[src/rtl/mem_stage_lsu.sv]
// -----------------------------------------------------------------------------
// mem_stage_lsu
//
// Memory-stage load/store unit. Takes the M-stage control bundle and ALU
// result, runs a req/ready handshake with data memory, stalls the pipeline
// while the memory is busy, and registers the M/W stage (controls plus the
// extended load data) for the writeback mux.
//
// Parameters
//   TIMEOUT_CYCLES  max WAIT cycles before a bus error is raised (0 = never)
//
// Ports
//   clk, reset                 rising-edge clock, asynchronous active-high reset
//   RegWriteM, ResultSrcM,     M-stage controls (ResultSrcM 2'b01 = load)
//   MemWriteM, ForwardValMuxM
//   Funct3M                    access size / sign
//   ALUResultM                 effective address / ALU result
//   WriteDataM                 store data
//   RdM, PCPlus4M              destination register, PC+4
//   mem_req/we/addr/wdata/be   request to data memory (word-aligned address,
//                              lane-replicated write data, byte enables)
//   mem_ready, mem_rdata       memory accept/complete and read data
//   StallM                     hold F/D/E/M registers
//   MisalignM                  one-cycle pulse: misaligned/illegal access dropped
//   BusErrM                    one-cycle pulse: memory timeout, access dropped
//   *W outputs                 registered W-stage copies
// -----------------------------------------------------------------------------
module mem_stage_lsu #(
  parameter int TIMEOUT_CYCLES = 64
) (
  input  logic        clk,
  input  logic        reset,
  input  logic        RegWriteM,
  input  logic [1:0]  ResultSrcM,
  input  logic        MemWriteM,
  input  logic        ForwardValMuxM,
  input  logic [2:0]  Funct3M,
  input  logic [31:0] ALUResultM,
  input  logic [31:0] WriteDataM,
  input  logic [4:0]  RdM,
  input  logic [31:0] PCPlus4M,
  output logic        mem_req,
  output logic        mem_we,
  output logic [31:0] mem_addr,
  output logic [31:0] mem_wdata,
  output logic [3:0]  mem_be,
  input  logic        mem_ready,
  input  logic [31:0] mem_rdata,
  output logic        StallM,
  output logic        MisalignM,
  output logic        BusErrM,
  output logic        RegWriteW,
  output logic [1:0]  ResultSrcW,
  output logic        ForwardValMuxW,
  output logic [31:0] ALUResultW,
  output logic [31:0] ReadDataW,
  output logic [4:0]  RdW,
  output logic [31:0] PCPlus4W
);

  localparam int CW = (TIMEOUT_CYCLES > 1) ? $clog2(TIMEOUT_CYCLES) : 1;
  localparam logic [CW-1:0] TO_LAST = CW'((TIMEOUT_CYCLES > 0) ? TIMEOUT_CYCLES - 1 : 0);

  typedef enum logic [0:0] {
    S_IDLE = 1'b0,
    S_WAIT = 1'b1
  } state_t;

  state_t r_state;
  state_t w_state_next;

  // Request captured when the memory does not answer in the first cycle
  logic [31:0]   r_addr;
  logic [31:0]   r_wdata;
  logic [3:0]    r_be;
  logic          r_we;
  logic [2:0]    r_f3;
  logic [1:0]    r_off;
  logic [CW-1:0] r_cnt;

  // ---------------------------------------------------------------------------
  // Access decode
  // ---------------------------------------------------------------------------
  logic w_is_load;
  logic w_is_store;
  logic w_access;
  logic w_f3_legal;
  logic w_align_ok;
  logic w_misaligned;
  logic w_aligned_access;
  logic w_timeout;
  logic w_complete;
  logic w_drop;

  assign w_is_store = MemWriteM;
  assign w_is_load  = (ResultSrcM == 2'b01);
  assign w_access   = w_is_store | w_is_load;

  // Stores take priority, so the unsigned load sizes are illegal whenever
  // MemWriteM is set, even if ResultSrcM also says load.
  always_comb begin
    w_f3_legal = 1'b0;
    case (Funct3M)
      3'b000, 3'b001, 3'b010: w_f3_legal = 1'b1;
      3'b100, 3'b101:         w_f3_legal = ~w_is_store;
      default:                w_f3_legal = 1'b0;
    endcase
  end

  always_comb begin
    w_align_ok = 1'b0;
    case (Funct3M[1:0])
      2'b00:   w_align_ok = 1'b1;
      2'b01:   w_align_ok = ~ALUResultM[0];
      2'b10:   w_align_ok = (ALUResultM[1:0] == 2'b00);
      default: w_align_ok = 1'b0;
    endcase
  end

  assign w_misaligned     = w_access & ~(w_f3_legal & w_align_ok);
  assign w_aligned_access = w_access & ~w_misaligned;

  // ---------------------------------------------------------------------------
  // Byte lanes: enables and replicated store data from the live M inputs,
  // and a per-lane view of the read data for extraction.
  // ---------------------------------------------------------------------------
  logic [3:0]  w_be_byte;
  logic [31:0] w_wdata_byte;
  logic [7:0]  w_rlane [4];

  for (genvar gi = 0; gi < 4; gi++) begin : g_lane
    assign w_be_byte[gi]            = (ALUResultM[1:0] == 2'(gi));
    assign w_wdata_byte[8*gi +: 8]  = WriteDataM[7:0];
    assign w_rlane[gi]              = mem_rdata[8*gi +: 8];
  end

  logic [3:0]  w_be_m;
  logic [31:0] w_wdata_m;

  always_comb begin
    w_be_m    = 4'b0000;
    w_wdata_m = WriteDataM;
    case (Funct3M[1:0])
      2'b00: begin
        w_be_m    = w_be_byte;
        w_wdata_m = w_wdata_byte;
      end
      2'b01: begin
        w_be_m    = ALUResultM[1] ? 4'b1100 : 4'b0011;
        w_wdata_m = {2{WriteDataM[15:0]}};
      end
      2'b10: begin
        w_be_m    = 4'b1111;
        w_wdata_m = WriteDataM;
      end
      default: begin
        w_be_m    = 4'b0000;
        w_wdata_m = WriteDataM;
      end
    endcase
  end

  // ---------------------------------------------------------------------------
  // Timeout: the counter holds the number of WAIT cycles already spent.
  // Ready in the timeout cycle still completes the access.
  // ---------------------------------------------------------------------------
  assign w_timeout = (TIMEOUT_CYCLES != 0) && (r_state == S_WAIT) &&
                     !mem_ready && (r_cnt == TO_LAST);

  // ---------------------------------------------------------------------------
  // FSM: state register
  // ---------------------------------------------------------------------------
  always_ff @(posedge clk or posedge reset) begin
    if (reset) begin
      r_state <= S_IDLE;
    end else begin
      r_state <= w_state_next;
    end
  end

  // FSM: next state
  always_comb begin
    w_state_next = r_state;
    case (r_state)
      S_IDLE: if (w_aligned_access && !mem_ready) w_state_next = S_WAIT;
      S_WAIT: if (mem_ready || w_timeout)         w_state_next = S_IDLE;
      default: w_state_next = S_IDLE;
    endcase
  end

  // FSM: outputs. Everything is forced low while reset is held so that a
  // request in flight is withdrawn at once, not on the next edge.
  always_comb begin
    mem_req   = 1'b0;
    mem_we    = 1'b0;
    mem_addr  = 32'h0;
    mem_wdata = 32'h0;
    mem_be    = 4'b0000;
    StallM    = 1'b0;
    MisalignM = 1'b0;
    BusErrM   = 1'b0;
    if (!reset) begin
      case (r_state)
        S_IDLE: begin
          if (w_misaligned) begin
            MisalignM = 1'b1;
          end else if (w_aligned_access) begin
            mem_req   = 1'b1;
            mem_we    = w_is_store;
            mem_addr  = {ALUResultM[31:2], 2'b00};
            mem_wdata = w_wdata_m;
            mem_be    = w_be_m;
            StallM    = ~mem_ready;
          end
        end
        S_WAIT: begin
          mem_req   = 1'b1;
          mem_we    = r_we;
          mem_addr  = r_addr;
          mem_wdata = r_wdata;
          mem_be    = r_be;
          StallM    = ~mem_ready & ~w_timeout;
          BusErrM   = w_timeout;
        end
        default: ;
      endcase
    end
  end

  // ---------------------------------------------------------------------------
  // Request capture and WAIT cycle counter
  // ---------------------------------------------------------------------------
  always_ff @(posedge clk or posedge reset) begin
    if (reset) begin
      r_addr  <= 32'h0;
      r_wdata <= 32'h0;
      r_be    <= 4'b0000;
      r_we    <= 1'b0;
      r_f3    <= 3'b000;
      r_off   <= 2'b00;
      r_cnt   <= '0;
    end else begin
      if (r_state == S_IDLE && w_state_next == S_WAIT) begin
        r_addr  <= {ALUResultM[31:2], 2'b00};
        r_wdata <= w_wdata_m;
        r_be    <= w_be_m;
        r_we    <= w_is_store;
        r_f3    <= Funct3M;
        r_off   <= ALUResultM[1:0];
      end
      if (r_state == S_WAIT) begin
        r_cnt <= r_cnt + CW'(1);
      end else begin
        r_cnt <= '0;
      end
    end
  end

  // ---------------------------------------------------------------------------
  // Load data extraction (size/offset from the live inputs in IDLE, from the
  // captured request in WAIT)
  // ---------------------------------------------------------------------------
  logic [2:0]  w_f3_x;
  logic [1:0]  w_off_x;
  logic [7:0]  w_byte;
  logic [15:0] w_half;
  logic [31:0] w_ext;
  logic [31:0] w_load_data;

  assign w_f3_x  = (r_state == S_WAIT) ? r_f3  : Funct3M;
  assign w_off_x = (r_state == S_WAIT) ? r_off : ALUResultM[1:0];
  assign w_byte  = w_rlane[w_off_x];
  assign w_half  = w_off_x[1] ? mem_rdata[31:16] : mem_rdata[15:0];

  always_comb begin
    w_ext = 32'h0;
    case (w_f3_x)
      3'b000:  w_ext = {{24{w_byte[7]}}, w_byte};
      3'b001:  w_ext = {{16{w_half[15]}}, w_half};
      3'b010:  w_ext = mem_rdata;
      3'b100:  w_ext = {24'h0, w_byte};
      3'b101:  w_ext = {16'h0, w_half};
      default: w_ext = 32'h0;
    endcase
  end

  assign w_complete  = mem_req & mem_ready;
  assign w_load_data = (w_complete && !mem_we) ? w_ext : 32'h0;
  assign w_drop      = MisalignM | BusErrM;

  // ---------------------------------------------------------------------------
  // M/W pipeline register. A stall inserts a bubble (write and result select
  // cleared) while the data fields keep their last value.
  // ---------------------------------------------------------------------------
  always_ff @(posedge clk or posedge reset) begin
    if (reset) begin
      RegWriteW      <= 1'b0;
      ResultSrcW     <= 2'b00;
      ForwardValMuxW <= 1'b0;
      ALUResultW     <= 32'h0;
      ReadDataW      <= 32'h0;
      RdW            <= 5'd0;
      PCPlus4W       <= 32'h0;
    end else if (StallM) begin
      RegWriteW  <= 1'b0;
      ResultSrcW <= 2'b00;
    end else begin
      RegWriteW      <= RegWriteM & ~w_drop;
      ResultSrcW     <= ResultSrcM;
      ForwardValMuxW <= ForwardValMuxM;
      ALUResultW     <= ALUResultM;
      ReadDataW      <= w_load_data;
      RdW            <= RdM;
      PCPlus4W       <= PCPlus4M;
    end
  end

endmodule

[config.mk]
export PLATFORM = sky130hd
export DESIGN_NAME = mem_stage_lsu
export DESIGN_NICKNAME = d
export VERILOG_FILES = /design/src/rtl/mem_stage_lsu.sv
export SDC_FILE = /design/constraint.sdc
export NUM_CORES = 1
export LEC_CHECK = 0
export CAP_MARGIN = 20
export CORE_UTILIZATION = 26
export CTS_CLUSTER_SIZE = 8
export DETAILED_ROUTE_END_ITERATION = 8
export HOLD_SLACK_MARGIN = 0.05
export PLACE_DENSITY = 0.64
export SLEW_MARGIN = 20
export SYNTH_ARGS = -nofsm -noshare
export SYNTH_HDL_FRONTEND = slang
export SYNTH_SLANG_ARGS = --single-unit
[constraint.sdc]
create_clock -name clk -period 10.8 [get_ports clk]
set_input_delay 3.24 -clock clk [delete_from_list [all_inputs] [get_ports clk]]
set_output_delay 3.24 -clock clk [all_outputs]
set_load 0.05 [all_outputs]
* Yosys cells after proc, flatten, opt, wreduce, memory -nomap -nowiden
Index checks and enable logic that the tools add are counted.
** Storage, ports and cells
- Register bits :: 184
- Bits of input ports :: 144
- Output and inout bits :: 178
- Word-level logic and storage cells :: 111
** Cells by class
- $add $sub $neg :: 1
- Order comparisons :: 1
- Equal/unequal tests :: 15
- Muxes and demuxes :: 48
- Bitwise gates (word level) :: 17
- Reduce and logical (&&, ||, !) cells :: 14
** Operators by type and width (number)
- $mux W32 :: 7
- $pmux W32 S2 :: 3
- $pmux W32 S5 :: 1
- $mux W1 :: 17
- $bmux W8 S2 :: 1
- $mux W16 :: 1
- $mux W4 :: 4
- $mux W8 :: 2
- $eq A3 B3 Y1 const B :: 4
- $pmux W4 S3 :: 1
- $pmux W1 S2 :: 5
- $not A1 Y1 :: 8
- $pmux W4 S2 :: 1
- $add A6 B1 Y6 const B :: 1
- $and A1 B1 Y1 :: 6
- $eq A2 B1 Y1 const B :: 3
- $eq A2 B2 Y1 const B :: 3
- $eq A3 B1 Y1 const B :: 2
- $eq A3 B2 Y1 const B :: 2
- $eq A6 B6 Y1 const B :: 1
- $logic_not A3 Y1 :: 2
- $mux W6 :: 1
- $logic_and A1 B1 Y1 :: 5
- $logic_not A2 Y1 :: 2
- other kinds (10) :: 13

* Depth between registers and ports, before layout
- Depth after elaboration :: 15
- Mapped depth :: 9
- Depth with buffers taken out :: 6

* Least setup slack after synthesis
OpenSTA, ideal clock, no wires.
- Kind :: input port to output port
- Start :: input reset
- End :: output mem_wdata[19]
- Arrival time :: 8038 ps
- Required time :: 7560 ps
- Setup slack :: -478 ps
- Stages on the path :: 3
- Path buffers :: 1
- Cell sequence :: clkbuf_1 inv_1 and2_1
** On the way
- Word-level cells in the longest chain between the ends :: 1
** RTL lines
- start, declared :: line 32 : input logic reset,
- $mux W32 :: line 202 : if (!reset) begin
- end, declared :: line 45 : output logic [31:0] mem_wdata,
No other way between the ends.

* Final worst setup path
- Start :: input ALUResultM[1]
- End :: output mem_addr[28]
** On the way
- Word-level cells in the longest chain between the ends :: 11
** RTL lines
- start, declared :: line 38 : input logic [31:0] ALUResultM,
- $logic_not A2 Y1 * :: line 115 : 2'b10: w_align_ok = (ALUResultM[1:0] == 2'b00);
- $pmux W1 S3 * :: line 112 : case (Funct3M[1:0])
- $and A1 B1 Y1 * :: line 120 : assign w_misaligned = w_access & ~(w_f3_legal & w_align_ok);
- $not A1 Y1 * :: line 120
- $and A1 B1 Y1 * :: line 120
- $not A1 Y1 :: line 121 : assign w_aligned_access = w_access & ~w_misaligned;
- $and A1 B1 Y1 :: line 121
- $mux W32 :: line 207 : end else if (w_aligned_access) begin
- $mux W32 * :: line 205 : if (w_misaligned) begin
- $pmux W32 S2 * :: line 203 : case (r_state)
- $mux W32 * :: line 202
- end, declared :: line 44 : output logic [31:0] mem_addr,
Every way passes the cells marked *; elsewhere a longest branch is shown, timed or not.

==> results.json <==
{
  "hpwlAfterDp_mm": 20.8,
  "top_usage_layer": "met2",
  "drc": 0,
  "port_buffers": 319,
  "routed_wl_mm": 30.6,
  "ys.flop_type": "dfrtp_1",
  "ys_seq_area_share_pct": 52.0,
  "reg2reg_slack_ns": 7.14,
  "ff2ff_path_depth": 6,
  "synth_area_leader_cell": "dfrtp_1",
  "cp.required_ns": 7.56,
  "avgViaCountPerCell": 4.86,
  "root_buffer": "clkbuf_16",
  "synth_edf_count": 0,
  "grt_pass1_vias": 8094,
  "area_growth_syn_to_layout_pct": 46.8,
  "rsz0062_at_grt": "no",
  "maxSlewHeadroom_pct": 28.9,
  "cpMaxStageDelayCell": "clkdlybuf4s50_1",
  "met2_usage_pct": 28.1,
  "synth.most_common_cell": "nand2_1",
  "post_cts_buffers": 0,
  "core_um2": 33500,
  "cts_resized": 0,
  "met3_usage_pct": 5.12,
  "crit_type": "primary input to output port",
  "cts_max_level": 4,
  "via_count": 7912,
  "min_period_over_period_pct": 91.7,
  "yosys-top-cells-area": "dfrtp_1 52%, mux2_2 9.4%, nand2_1 8.0%",
  "r2r_start": "r_state",
  "io_pins": 322,
  "die_h_um": 187,
  "syn_avg_cell_area_um2": 9.99,
  "finalMaxSlewViolations": 0,
  "power_uw": 1990,
  "p_per_area_nw_per_um2": 153,
  "arrival_ns": 6.66,
  "crit_top_cell": "clkdlybuf4s50_1",
  "finalHoldViolations": 0,
  "ys_ff_latch": 184,
  "clk_pin_slew_ns": 0.07,
  "fin_nets": 1311,
  "hold_class": "flop to flop",
  "yosys_warnings": 0,
  "cts.sinks": 184,
  "cts.path.max_buffers": 2,
  "numCtsBuffers": 17,
  "netlist_instances": 886,
  "path_cells": "clkdlybuf4s50_1 > nor4_2 > o221a_2 > buf_4 > a22oi_1 > nor2_1 > clkdlybuf4s50_1",
  "final.setup.tns_ns": 0,
  "met1_usage_pct": 23.0,
  "drtIter0Drc": 422,
  "synthArstFlopShare_pct": 100,
  "drive_above_1_share_pct": 11.5,
  "worstPathMaxFanout": 23,
  "cts_tree": "done",
  "synth_commonest_cells": "189 x nand2_1, 184 x dfrtp_1, 97 x nor2_1",
  "min_period_ns": 9.90,
  "grt.overflow.total": 0,
  "p_leak_uw": 0.00533,
  "ys_types": 48,
  "slowest_delay_ns": 0.81,
  "gp_congestion": 0.773,
  "antenna_cells": 0,
  "fmax_mhz": 101,
  "synth.top_cell.area_share_pct": 52.0,
  "grt_usage_pct": 17.8,
  "drtPass1Iterations": 8,
  "ant_nets": 0,
  "maxCapViolations": 0,
  "crit_path_start_kind": "primary input",
  "finalClockSkew_ns": 0.00888,
  "grt_max_degree": 172,
  "die_w_um": 187,
  "initial_core_util_pct": 26.4,
  "syn-cell-area_um2": 8850,
  "tightest_slew_ns": 1.06,
  "crit_end": "mem_addr[28]",
  "grt_antenna_before_repair": 1,
  "grt_first_pass_wirelength_mm": 48.2,
  "cts_hold_buf": 0,
  "vdd_drop_max_v": 0.000101,
  "worstSetupEndpointType": "output port",
  "r2r_end": "ALUResultW[0]",
  "setup_violations": 0,
  "rows": 67,
  "avgRoutedWirePerCell_um": 18.8,
  "crit_start": "ALUResultM[1]",
  "status": "complete, no violations",
  "clk_latency_ns": 0.44,
  "dieArea_um2": 34800
}
[how the worst min path moves through the flow]
stage / from / to / slack [ns] / cells past startpoint
2_1_floorplan: r_cnt[0] / r_cnt[0] / 0.42 / 1
3_3_place_gp: r_cnt[0] / r_cnt[0] / 0.44 / 1
3_5_place_dp: r_cnt[0] / r_cnt[0] / 0.45 / 1
4_1_cts: r_cnt[0] / r_cnt[0] / 0.46 / 1
5_1_grt: r_cnt[0] / r_cnt[0] / 0.49 / 1
6_report: r_cnt[0] / r_cnt[0] / 0.45 / 1
[per-layer routing]
layer,share of wire (%),wire [µm]
met1,44,13500
met4,2.3,719
met5,0.039,12
met3,6.1,1880
met2,47,14500
[cell usage in the layout, fill, tap and decap left out, types with 4 or more instances in the layout]
cell type        netlist  routed
clkdlybuf4s50_1        0     312
a222oi_1               7       7
nor2b_1                6       6
nor2_1                97      96
a21oi_1               31      31
clkinvlp_4             0       6
mux2i_1               26      26
and2_1                 8       8
a221oi_1              23      23
o21ai_0               36      36
mux2_2                74      74
o2bb2ai_1             33      33
dfrtp_1              184     183
buf_4                  7      16
nand2b_1               7       6
o22ai_1                4       4
nand2_1              189     189
a2bb2oi_1              7       7
clkbuf_16              0      17
a22oi_1               42      42
[per-stage QoR]
stage | instance area (µm²) | utilization [%] | setup slack [ns] | hold slack (ns) | cells
5_1_grt | 13000 | 38.8 | 0.725 | 0.494 | 1627
6_report | 13000 | 38.8 | 0.899 | 0.454 | 1627
3_3_place_gp | 12400 | 37.0 | 1.12 | 0.443 | 1594
3_5_place_dp | 12400 | 37.0 | 0.973 | 0.446 | 1594
4_1_cts | 13000 | 38.7 | 0.951 | 0.456 | 1626
2_1_floorplan | 8860 | - | 0.497 | 0.425 | 887
[layout make-up]
type                    count  area [µm²]
clock buffers              21         460
flip-flops and latches    184        4610
fillers                  3330       20500
multi-input cells         628        3950
well taps                 448         561
inverters                   3        15.0
repair buffers            332        3300
clock inverters            11         100
[registers in the layout, summed over array words and instances (netlist names), 2 cells and up]
register,flops
ResultSrcW,2
r_wdata,32
r_be,4
r_cnt,6
r_off,2
ALUResultW,32
RdW,5
PCPlus4W,32
r_f3,3
ReadDataW,32
r_addr,30
[worst max-delay path, delay by kind of cell]
kind            cells  cell delay, ns
buf+inv             3            1.85
simple gates        2            0.74
compound gates      2            0.82
[cell families (layout without fill, tap and decap cells)]
| family | Yosys count | after routing | synth area share (%) |
|---|---|---|---|
| buffers and inverters | 75 | 367 | 3.60 |
| XOR/XNOR | 4 | 4 | 0.396 |
| adder cells (fa/ha/maj) | 1 | 1 | 0.141 |
| multiplexers | 101 | 101 | 12.5 |
| other | 1 | 2 | 0.0424 |
| flip-flops | 184 | 184 | 52.0 |
| AO/OA/AOI/OAI | 200 | 200 | 16.5 |
| AND/OR/NAND/NOR | 320 | 320 | 14.8 |
[power by group]
part	internal (µW)	switching (µW)
combinational	205	333
sequential	783	55.3
clock	329	282
total	1320	670
Note: power is estimated with default switching activity, not from simulation.
